==> config.mk <==
export PLATFORM = sky130hd
export DESIGN_NAME = mem_port_arbiter
export DESIGN_NICKNAME = d
export VERILOG_FILES = /design/src/rtl/riscv_definitions.sv /design/src/rtl/arb_streak_counter.sv /design/src/rtl/mem_port_arbiter.sv
export SDC_FILE = /design/constraint.sdc
export NUM_CORES = 1
export LEC_CHECK = 0
export ABC_AREA = 1
export CAP_MARGIN = 20
export CORE_MARGIN = 5
export CORE_UTILIZATION = 41
export CTS_BUF_LIST = sky130_fd_sc_hd__clkbuf_4 sky130_fd_sc_hd__clkbuf_8 sky130_fd_sc_hd__clkbuf_16
export CTS_CLUSTER_DIAMETER = 120
export DETAILED_ROUTE_END_ITERATION = 7
export PLACE_DENSITY = 0.92
export RECOVER_POWER = 25
export SYNTH_ARGS = -nofsm -noshare
export SYNTH_HDL_FRONTEND = slang
export SYNTH_SLANG_ARGS = --single-unit
export TNS_END_PERCENT = 100
==> constraint.sdc <==
create_clock -name clk -period 1.8 [get_ports clk]
set_clock_uncertainty 0.2 [all_clocks]
set_input_delay 0.18 -clock clk [delete_from_list [all_inputs] [get_ports clk]]
set_output_delay 0.18 -clock clk [all_outputs]
set_load 0.01 [all_outputs]
==> src/rtl/riscv_definitions.sv <==
// Definitions shared by the memory-port arbiter: read-response owner encoding
// and the default DM streak limit.
package riscv_definitions;
  typedef enum logic [1:0] {
    OWN_NONE = 2'd0,
    OWN_IF   = 2'd1,
    OWN_DM   = 2'd2
  } mem_owner_t;

  localparam int unsigned DEF_MAX_DM_STREAK = 4;
endpackage

==> src/rtl/arb_streak_counter.sv <==
// Saturating count of consecutive DM wins while IF waits; at_max hands the
// next slot to IF.
module arb_streak_counter #(
  parameter int unsigned MAX = 4
) (
  input  logic clk,
  input  logic rst_n,
  input  logic inc,
  input  logic clr,
  output logic at_max
);
  localparam int W = (MAX < 1) ? 1 : $clog2(MAX + 1);

  logic [W-1:0] cnt;

  always_ff @(posedge clk or negedge rst_n) begin
    if (!rst_n)                          cnt <= '0;
    else if (clr)                        cnt <= '0;
    else if (inc && (cnt != W'(MAX)))    cnt <= cnt + 1'b1;
  end

  assign at_max = (cnt == W'(MAX));
endmodule

==> src/rtl/mem_port_arbiter.sv <==
// Shares one single-port synchronous RAM between instruction fetch and the
// data-memory stage; one access per cycle, read data routed back by owner tag.
module mem_port_arbiter
  import riscv_definitions::*;
#(
  parameter int unsigned ADDR_WIDTH    = 32,
  parameter int unsigned DATA_WIDTH    = 32,
  parameter int unsigned MAX_DM_STREAK = DEF_MAX_DM_STREAK
) (
  input  logic                      clk,
  input  logic                      rst_n,
  input  logic [DATA_WIDTH/8-1:0]   i_if_rd_en,
  input  logic [ADDR_WIDTH-1:0]     i_if_addr,
  input  logic                      i_if_flush,
  output logic                      o_if_gnt,
  output logic                      o_if_rvalid,
  output logic [DATA_WIDTH-1:0]     o_if_rdata,
  output logic                      o_if_stall,
  input  logic [DATA_WIDTH/8-1:0]   i_dm_rd_en,
  input  logic [DATA_WIDTH/8-1:0]   i_dm_wr_en,
  input  logic [ADDR_WIDTH-1:0]     i_dm_addr,
  input  logic [DATA_WIDTH-1:0]     i_dm_wdata,
  output logic                      o_dm_gnt,
  output logic                      o_dm_rvalid,
  output logic [DATA_WIDTH-1:0]     o_dm_rdata,
  output logic [ADDR_WIDTH-1:0]     o_mem_addr,
  output logic [DATA_WIDTH/8-1:0]   o_mem_rd_en,
  output logic [DATA_WIDTH/8-1:0]   o_mem_wr_en,
  output logic [DATA_WIDTH-1:0]     o_mem_wdata,
  input  logic [DATA_WIDTH-1:0]     i_mem_rdata
);
  logic if_req, dm_req, dm_wr, if_win, dm_win, at_max;
  logic [ADDR_WIDTH-1:0] addr_q;
  logic [DATA_WIDTH-1:0] wdata_q, if_rdata_q, dm_rdata_q;
  mem_owner_t owner_q, owner_d;
  logic squash_q;

  assign if_req = |i_if_rd_en;
  assign dm_wr  = |i_dm_wr_en;
  assign dm_req = dm_wr | (|i_dm_rd_en);

  // Grants are qualified by rst_n so every output reads 0 while reset is held.
  assign if_win = rst_n & if_req & (~dm_req | at_max);
  assign dm_win = rst_n & dm_req & ~if_win;

  assign o_if_gnt   = if_win;
  assign o_dm_gnt   = dm_win;
  assign o_if_stall = rst_n & if_req & ~if_win;

  arb_streak_counter #(.MAX(MAX_DM_STREAK)) u_streak (
    .clk    (clk),
    .rst_n  (rst_n),
    .inc    (dm_win & if_req),
    .clr    (if_win | ~if_req),
    .at_max (at_max)
  );

  // IF never writes, so wdata only follows DM grants.
  always_comb begin
    o_mem_addr  = addr_q;
    o_mem_wdata = wdata_q;
    o_mem_rd_en = '0;
    o_mem_wr_en = '0;
    if (if_win) begin
      o_mem_addr  = i_if_addr;
      o_mem_rd_en = i_if_rd_en;
    end else if (dm_win) begin
      o_mem_addr  = i_dm_addr;
      o_mem_wdata = i_dm_wdata;
      if (dm_wr) o_mem_wr_en = i_dm_wr_en;
      else       o_mem_rd_en = i_dm_rd_en;
    end
  end

  always_comb begin
    owner_d = OWN_NONE;
    if (if_win)               owner_d = OWN_IF;
    else if (dm_win && !dm_wr) owner_d = OWN_DM;
  end

  always_ff @(posedge clk or negedge rst_n) begin
    if (!rst_n) begin
      owner_q  <= OWN_NONE;
      squash_q <= 1'b0;
      addr_q   <= '0;
      wdata_q  <= '0;
    end else begin
      owner_q  <= owner_d;
      squash_q <= if_win & i_if_flush;
      addr_q   <= o_mem_addr;
      wdata_q  <= o_mem_wdata;
    end
  end

  // A flush in either the grant cycle or the response cycle kills the fetch.
  assign o_if_rvalid = (owner_q == OWN_IF) & ~squash_q & ~i_if_flush;
  assign o_dm_rvalid = (owner_q == OWN_DM);
  assign o_if_rdata  = o_if_rvalid ? i_mem_rdata : if_rdata_q;
  assign o_dm_rdata  = o_dm_rvalid ? i_mem_rdata : dm_rdata_q;

  always_ff @(posedge clk or negedge rst_n) begin
    if (!rst_n) begin
      if_rdata_q <= '0;
      dm_rdata_q <= '0;
    end else begin
      if (o_if_rvalid) if_rdata_q <= i_mem_rdata;
      if (o_dm_rvalid) dm_rdata_q <= i_mem_rdata;
    end
  end
endmodule

==> flow_summary_export.csv, run 1 <==
group,metric,value,unit
outcome,status,"finished with violations",
outcome,violations,"negative setup slack",
sta,fmax,405,MHz
clocking,cts_buffers,17,
floorplanning,core,14400,um^2
synth,postSynthCellCount,726,
synth,synthFlopType,"dfrtp_1",
pwr,pwr_density_cell,1250,nW/um^2
critical_path,critical_path_arrival,2.09,ns
synth,syn_avg_cell_area,8.16,um^2
min_path,hold_end,"u_streak.cnt[0]",
pwr,irDropWorstVdd,0.747,mV
floorplanning,die_h,130,um
synth,yosysSeqAreaShare,0.566,
detailed_routing,post-route-drc-count,0,
critical_path,r2r-start,"u_streak.cnt[0]",
sta,tightest_slew,0.853,ns
sta,rsz0062_at_grt,"true",
sta,min_period_over_period,1.37,
detailed_routing,num_vias,8387,
final_layout,syn_to_final_growth,131,%
final_layout,fillers,356,
global_route,grt-ovfl-total,0,
min_path,whs_path_depth,6,
sta,relSlewSlack,0.432,
place,port_buffers,283,
floorplanning,placementRows,44,
synth,ys_top_cells_by_count,"nand2_1, dfrtp_1, inv_1",
floorplanning,dieWidth,130,um
min_path,worstHoldStart,"rst_n",
critical_path,critPathKind,"in -> out",
global_route,grt_pass1_vias,7476,
pwr,clockPowerShare,0.234,
pwr,swShare,0.363,
clocking,cts_tree,"done",
synth,syn_nets,871,
pwr,total_leakage_power,7.00,nW
synth,synthDistinctLibCells,21,
synth,synth.most_common_cell,"nand2_1",
synth,ys_ff_latch,134,
final_layout,nets,1374,
critical_path,crit_path_end_kind,"output pin",
final_layout,design_area,13700,um^2
critical_path,cp-start-kind,"input port",
floorplanning,ios,284,
sta,final_period_minus_worst_setup_slack,2.47,ns
synth,synthArstFlopShare,1.00,
critical_path,rr_endpoint,"wdata_q[31]",
synth,synthTopCellsByArea,"dfrtp_1, nand2_1, nand3_1, inv_1, o21ai_0",
synth,synth_edf_count,0,
synth,ys.warnings.count,0,
place,place_area,9700,um^2
clocking,root_buffer,"clkbuf_16",
sta,setup_violations,278,
floorplanning,dieArea,17000,um^2
pwr,switchingPower,6.19,mW
final_layout,drive_above_1_share,0.569,
sta,setup_slack,-0.672,ns
pwr,p_seq_frac,0.263,
sta,slew_violations,0,
global_route,grt_util_all_layers,0.314,
clocking,htreeDepth,4,
detailed_routing,drt-total-wl,39700,um
place,dp_hpwl,16200,um
clocking,cts.sinks,134,
clocking,path_clk_slew,0.05,ns
detailed_routing,vias_per_cell,5.87,
clocking,clk_path_buf_depth,2,
critical_path,reg2reg_depth,14,
place,place_congestion,0.876,
global_route,grt_antenna_before_repair,3,
critical_path,required,1.42,ns
detailed_routing,drt_pass1_iterations,8,
detailed_routing,drt_iter0_markers,993,
pwr,p_int,10.9,mW
floorplanning,initial_core_util,0.412,
detailed_routing,wire_per_inst,27.8,um
clocking,worstSkewPairLatency,0.41,ns
pwr,combinationalPowerShare,0.503,
job,maxCapViolations,0,
min_path,hold_class,"in -> reg",
synth,syn-cell-area,5930,um^2
critical_path,rrSetupSlack,-0.44,ns
global_route,grt_max_degree,81,
global_route,grt_pass1_wl,40300,um
critical_path,path_max_fanout,22,
sta,hold_ws,0.129,ns
synth,yosys.area.top_type,"dfrtp_1",
detailed_routing,postRouteAntennaNets,0,
sta,hold_viol_final,0,
synth,synth_top_area_frac,0.566,
[cell usage in the layout (no fill, tap or decap), types with 5 or more instances in the layout]
cell / Yosys / routed
o21ai_4: 1 / 57
nand3_1: 99 / 64
nand3_4: 0 / 5
nand2_4: 2 / 42
nor2_1: 14 / 5
dlymetal6s2s_1: 0 / 5
bufinv_16: 0 / 5
clkdlybuf4s50_1: 0 / 132
nand2_1: 239 / 99
buf_8: 0 / 10
nand3_2: 0 / 30
inv_1: 114 / 78
buf_6: 6 / 158
dfrtp_1: 134 / 134
buf_12: 0 / 26
clkbuf_16: 0 / 25
buf_4: 4 / 142
nor2_2: 1 / 6
buf_2: 8 / 22
inv_2: 3 / 38
buf_16: 0 / 10
o21ai_2: 0 / 9
nand2_2: 3 / 101
[power by group through the flow]
stage               clock [mW]  sequential (mW)  combinational, mW
global placement             0             4.11               4.91
finish                    3.99             4.49               8.58
CTS                       3.89             4.19               5.83
global route              4.11             4.51               8.82
detailed placement           0             4.18               5.12
floorplan                    0             4.09               1.75
[routing by layer]
layer	global-route usage	routed length, um	vias to the layer above
met5	0	11	-
met4	0.159	3260	2
met3	0.106	5110	280
met2	0.559	18700	888
met1	0.328	12600	3971
li1	-	-	3246
[cell type report]
class / count / area (um^2) / area share
clock buffers: 20 / 454 / 0.0332
multi-input cells: 434 / 3420 / 0.250
repair buffers: 523 / 5560 / 0.406
inverters: 118 / 465 / 0.0340
repair inverters: 1 / 3.75 / 0.000274
clock inverters: 11 / 196 / 0.0144
flip-flops and latches: 134 / 3350 / 0.245
well taps: 184 / 230 / 0.0168
diodes: 4 / 10.0 / 0.000731
[timing repair]
action | CTS | global route
gates cloned | 13 | 10
gates resized for setup | 812 | 462
pin swaps | 39 | 47
hold buffers | 1 | 1
hold endpoints to repair | 54 | 1
setup buffers | 50 | 75
endpoints found under the setup margin | 141 | 155
[sequential cells by signal (all words and copies together) (netlist names)]
signal	count
squash_q	1
dm_rdata_q	32
u_streak.cnt	3
addr_q	32
owner_q	2
wdata_q	32
if_rdata_q	32
[cells by family (layout without fill, tap and decap cells)]
logic type | after synthesis | count (layout) | synth area share
AO/OA/AOI/OAI | 69 | 69 | 0.0602
XOR/XNOR | 1 | 1 | 0.00148
adder cells (fa/ha/maj) | 2 | 2 | 0.00422
buffers and inverters | 158 | 673 | 0.112
flip-flops | 134 | 134 | 0.566
other | 0 | 4 | 0
AND/OR/NAND/NOR | 362 | 362 | 0.256
[critical path, cell delays in order]
cell             delay (ns)
clkdlybuf4s50_1        0.46
nor2_2                 0.17
nand2_2                0.13
inv_2                  0.09
nand2_2                0.09
nand2_4                0.12
nand2_8                0.11
nand2_8                0.14
buf_12                 0.17
nand2_1                0.13
nand2_1                0.13
buf_2                  0.16
[how the worst max path moves through the flow]
| stage | cells past startpoint | to | slack [ns] | from |
|---|---|---|---|---|
| CTS | 12 | o_mem_addr[11] | -0.50 | u_streak.cnt[0] |
| finish | 12 | o_mem_wdata[17] | -0.67 | i_dm_wr_en[1] |
| global placement | 11 | o_mem_addr[27] | -0.79 | i_dm_rd_en[3] |
| detailed placement | 12 | o_mem_wdata[9] | -0.82 | i_dm_wr_en[2] |
| global route | 12 | o_mem_addr[16] | -0.75 | i_if_rd_en[1] |
| floorplan | 9 | o_mem_wdata[10] | 0.16 | u_streak.cnt[0] |
[stage by stage]
| stage | cells | setup slack, ns | util | TNS, ns | power, mW |
|---|---|---|---|---|---|
| 6_report | 1429 | -0.672 | 0.953 | -89.40 | 17.1 |
| 5_1_grt | 1426 | -0.749 | 0.952 | -107.74 | 17.4 |
| 4_1_cts | 1353 | -0.503 | 0.805 | -55.14 | 13.9 |
| 3_5_place_dp | 1258 | -0.822 | 0.675 | -94.14 | 9.30 |
| 3_3_place_gp | 1258 | -0.786 | 0.675 | -85.49 | 9.02 |
| 2_1_floorplan | 726 | 0.159 | - | 0 | 5.84 |
Note: power is estimated with default switching activity, not from simulation.
==> run 2, diff against run 1 <==
Settings changed: CORE_UTILIZATION 41 to 44, HOLD_SLACK_MARGIN set to 0.1, PLACE_DENSITY 0.92 to 0.95.
Clock period 1.8 ns to 3 ns, I/O delays scaled along.
==> flow_summary_export.csv, run 2 (synthesis gave the netlist of run 1 again) <==
group,metric,value,unit
outcome,status,"complete, no violations",
final_layout,final_common_cell,"clkdlybuf4s50_1",
sta,setup_violations,0,
final_layout,layout_common_cells,"clkdlybuf4s50_1, nand2_1, dfrtp_1",
clocking,cts_buffers,17,
critical_path,crit_path_end_kind,"output pin",
place,place_area,8980,um^2
global_route,grt_util_all_layers,0.243,
pwr,pwr_density_cell,755,nW/um^2
clocking,path_clk_slew,0.06,ns
sta,hold_viol_final,0,
clocking,cts.sinks,134,
critical_path,slowest_delay,0.58,ns
critical_path,path_cells,"dlygate4sd3_1, buf_6, inv_1, nor2_4, nand2_4, nand2_4, buf_12, nand2_1, nand2_1, clkdlybuf4s50_1",
global_route,grt_max_degree,78,
sta,tightest_slew,1.41,ns
floorplanning,dieWidth,126,um
job,maxCapViolations,0,
pwr,total_leakage_power,4.86,nW
sta,setup_slack,0.137,ns
floorplanning,ios,284,
sta,fmax,349,MHz
detailed_routing,postRouteAntennaNets,0,
sta,min_period_over_period,0.954,
floorplanning,initial_core_util,0.448,
place,placed_cells,1163,
clocking,worstSkewPairLatency,0.40,ns
place,dp_hpwl,14800,um
floorplanning,core,13200,um^2
final_layout,stdcell_count,1195,
detailed_routing,drt-total-wl,19700,um
pwr,finalPower,7.28,mW
sta,slew_violations,0,
critical_path,slowest_stage,"dlygate4sd3_1",
sta,final_period_minus_worst_setup_slack,2.86,ns
final_layout,n_antenna_cell,0,
place,pre_cts_ws,0.00367,ns
clocking,cts_tree,"done",
floorplanning,die_h,126,um
detailed_routing,vias_per_cell,4.87,
detailed_routing,drt_iter0_markers,349,
floorplanning,placementRows,42,
critical_path,path_max_fanout,23,
detailed_routing,drt_pass1_iterations,5,
critical_path,critical_path_arrival,2.36,ns
clocking,htreeDepth,4,
global_route,grt-ovfl-total,0,
final_layout,syn_to_final_growth,62.8,%
critical_path,cpLargestDelayFamily,"buffers and inverters",
global_route,grt_pass1_wl,30400,um
critical_path,required,2.50,ns
place,port_buffers,283,
final_layout,design_area,9650,um^2
final_layout,nets,1152,
floorplanning,dieArea,15900,um^2
critical_path,cp-start-kind,"input port",
min_path,hold_class,"reg -> reg",
final_layout,drive_above_1_share,0.0618,
sta,relSlewSlack,0.0601,
clocking,root_buffer,"clkbuf_16",
global_route,grt_pass1_vias,5941,
place,place_congestion,0.863,
critical_path,critPathKind,"in -> out",
detailed_routing,num_vias,5822,
pwr,irDropWorstVdd,0.341,mV
clocking,clk_path_buf_depth,2,
detailed_routing,post-route-drc-count,0,
critical_path,timing.critical_path.buf_inv,5,
detailed_routing,wire_per_inst,16.5,um
final_layout,finish.utilization,0.728,
global_route,grt_antenna_before_repair,0,
run 2: cell types whose count changed in the layout (fill, tap and decap cells not counted), moves of 20 or more:
cell | previous run | this run
o21ai_4 | 57 | 1
nand3_2 | 30 | 1
nand3_1 | 64 | 98
nand2_1 | 99 | 239
inv_2 | 38 | 2
buf_2 | 22 | 0
nand2_4 | 42 | 2
o21ai_0 | 0 | 64
buf_6 | 158 | 3
buf_12 | 26 | 6
inv_1 | 78 | 114
clkdlybuf4s50_1 | 132 | 282
nand2_2 | 101 | 3
buf_4 | 142 | 9
run 2: metal layers:
layer	global-route usage	wire length [um]	part of all wire	vias to the layer above
li1	-	-	-	2795
met1	0.262	7120	0.36	2712
met4	0.0978	576	0.029	0
met2	0.426	9990	0.51	276
met5	0	0	0	-
met3	0.0970	2060	0.10	39
run 2: what timing repair did:
item,in CTS,in global routing
setup buffers,0,0
hold endpoints to repair,45,0
gates resized for setup,1,11
setup endpoints to repair,1,61
hold buffers,1,0
run 2: worst min-delay path, cell delays in order (launching register included):
cell and delay (ns):
dfrtp_1 0.32, nand2_1 0.05, nand2_1 0.06
run 2: report_power, final:
part	switching, mW	internal [mW]	leakage, nW
Combinational	1.23	1.34	2.91
Clock	0.750	1.48	0.309
Sequential	0.167	2.32	1.65
Total	2.15	5.13	4.86
run 2: through the flow:
step	hold WS, ns	TNS, ns
after global routing	0.268	-0.000612
after global placement	0.132	0
final	0.265	0
after CTS	0.255	0
after detailed placement	0.132	0
after floorplan	-0.196	0
run 2: worst paths after layout:
| kind | start | end | slack (ns) | depth (start not counted) |
|---|---|---|---|---|
| min | wdata_q[22] | wdata_q[22] | 0.27 | 2 |
| min in group asynchronous | rst_n | addr_q[7] | 0.33 | 3 |
| max | rst_n | o_mem_wdata[11] | 0.14 | 10 |
| max in group asynchronous | rst_n | wdata_q[10] | 0.65 | 4 |
| max reg2reg | u_streak.cnt[0] | addr_q[9] | 1.32 | 9 |
| min reg2reg | wdata_q[22] | wdata_q[22] | 0.27 | 2 |
run 2: area by class of cell:
cell class / instances / area [um^2]
flip-flops and latches: 134 / 3350
clock buffers: 18 / 433
inverters: 118 / 453
repair buffers: 302 / 3060
clock inverters: 13 / 206
fillers: 921 / 3600
well taps: 176 / 220
multi-input cells: 434 / 1920
==> run 3, diff against run 2 <==
Settings changed: CORE_UTILIZATION 44 to 41, PLACE_DENSITY 0.95 to 0.92.
Clock period 3 ns to 3.2 ns, I/O delays scaled along.
==> flow_summary_export.csv, run 3 (synthesis gave the netlist of run 1 again) <==
group,metric,value,unit
global_route,grt_antenna_before_repair,0,
detailed_routing,drt-total-wl,19300,um
clocking,htreeDepth,4,
place,dp_hpwl,13900,um
clocking,root_buffer,"clkbuf_16",
final_layout,fillers,1072,
clocking,path_clk_slew,0.06,ns
sta,relSlewSlack,0.214,
clocking,cts_buffers,17,
pwr,irDropWorstVdd,0.442,mV
min_path,hold_class,"reg -> reg",
final_layout,finish.utilization,0.663,
sta,rsz0062_at_grt,"false",
final_layout,final_common_cell,"clkdlybuf4s50_1",
place,pre_cts_ws,0.123,ns
pwr,pwr_density_cell,697,nW/um^2
floorplanning,core,14400,um^2
floorplanning,placementRows,44,
critical_path,critical_path_arrival,2.55,ns
job,maxCapViolations,0,
sta,setup_violations,0,
sta,fin_tns_setup,0,ns
critical_path,path_max_fanout,32,
sta,setup_slack,0.132,ns
clocking,clk_path_buf_depth,2,
pwr,clockPowerShare,0.293,
pwr,total_leakage_power,4.78,nW
detailed_routing,postRouteAntennaNets,0,
final_layout,nets,1151,
critical_path,critPathKind,"in -> out",
global_route,grt_pass1_wl,29500,um
critical_path,cp-start-kind,"input port",
floorplanning,dieArea,17000,um^2
final_layout,syn_to_final_growth,60.7,%
critical_path,slowest_delay,0.53,ns
final_layout,register_area,3350,um^2
sta,min_period_over_period,0.959,
detailed_routing,num_vias,5731,
detailed_routing,vias_per_cell,4.76,
pwr,combinationalPowerShare,0.358,
global_route,grt_max_degree,79,
sta,hold_viol_final,0,
global_route,grt-ovfl-total,0,
pwr,switchingPower,2.05,mW
place,place_congestion,0.820,
clocking,cts_tree,"done",
detailed_routing,drt_pass1_iterations,5,
final_layout,drive_above_1_share,0.0540,
critical_path,crit_path_end_kind,"output pin",
outcome,status,"complete, no violations",
global_route,grt_pass1_vias,5786,
critical_path,timing.critical_path.buf_inv,5,
clocking,worstSkewPairLatency,0.41,ns
sta,final_period_minus_worst_setup_slack,3.07,ns
sta,tightest_slew,1.18,ns
floorplanning,initial_core_util,0.412,
critical_path,slowest_stage,"clkdlybuf4s50_1",
critical_path,path_cells,"clkdlybuf4s50_1, nor2_1, nand2_1, inv_1, nand2_2, buf_4, nand3_1, nand3_1, nand2_1, inv_1, clkdlybuf4s50_1",
global_route,grt_util_all_layers,0.226,
place,port_buffers,283,
clocking,cts.sinks,134,
floorplanning,dieWidth,130,um
detailed_routing,drt_iter0_markers,312,
critical_path,cpLargestDelayFamily,"buffers and inverters",
pwr,p_seq_frac,0.349,
final_layout,multiInputGateArea,1930,um^2
detailed_routing,post-route-drc-count,0,
pwr,p_int,4.59,mW
clocking,post-cts-setup-buffers,0,
floorplanning,ios,284,
floorplanning,die_h,130,um
critical_path,required,2.68,ns
detailed_routing,wire_per_inst,16.0,um
final_layout,n_antenna_cell,0,
pwr,swShare,0.308,
sta,fmax,326,MHz
sta,slew_violations,0,
final_layout,layout_common_cells,"clkdlybuf4s50_1, nand2_1, dfrtp_1",
-- run 3: changes by cell type in the layout (fill, tap and decap cells not counted), sizes merged, moves of 2 or more --
| cell | delta |
|---|---|
| buf | -9 |
| clkinv | -2 |
| clkbuf | +7 |
| inv | +4 |
| bufinv | -3 |
| dlygate4sd3 | +2 |
-- run 3: power by group through the flow --
stage,registers (mW),clock network [mW],logic [mW]
after floorplan,2.30,0,0.987
after global placement,2.32,0,2.31
after detailed placement,2.34,0,2.37
after CTS,2.32,1.98,2.40
after global routing,2.36,2.06,2.60
final,2.32,1.95,2.38
-- run 3: worst min-delay path, stage by stage, from the launching register on --
cell and delay [ns]:
dfrtp_1 0.33, nand2_1 0.05, nand2_1 0.06
-- run 3: cell type report --
type / instances / area share
clock buffers: 19 / 0.0469
clock inverters: 13 / 0.0155
inverters: 118 / 0.0473
multi-input cells: 434 / 0.203
flip-flops and latches: 134 / 0.352
well taps: 184 / 0.0242
repair buffers: 301 / 0.311
-- run 3: path summary, 6_finish.rpt --
path                                      start       endpoint  cells after the start  slack [ns]
min in group asynchronous                 rst_n     addr_q[25]                      2        0.70
worst min-delay path                wdata_q[11]    wdata_q[11]                      2        0.27
worst max-delay path              i_dm_rd_en[3]  o_mem_addr[9]                     11        0.13
worst min register to register      wdata_q[11]    wdata_q[11]                      2        0.27
worst max register to register  u_streak.cnt[0]      addr_q[9]                      9        1.36
max in group asynchronous                 rst_n    wdata_q[16]                      4        0.39
-- run 3: layer usage --
layer	part of all wire	track usage	vias to the layer above
li1	-	-	2789
met1	0.38	0.264	2627
met2	0.49	0.384	292
met5	0	0	-
met3	0.12	0.0892	23
met4	0.016	0.0703	0
-- run 3: per-stage QoR --
step | cell area (um^2) | power (mW) | std cells | hold slack, ns
2_1_floorplan | 5930 | 3.29 | 726 | -0.176
3_3_place_gp | 8910 | 4.63 | 1167 | -0.0279
3_5_place_dp | 8910 | 4.70 | 1167 | -0.0266
4_1_cts | 9560 | 6.70 | 1203 | 0.115
5_1_grt | 9520 | 7.02 | 1203 | 0.274
6_report | 9520 | 6.64 | 1203 | 0.273
-- run 3: what timing repair did --
item,in CTS,in global routing
hold endpoints to repair,56,0
hold buffers,4,0
setup endpoints to repair,0,56
gates resized for setup,0,6
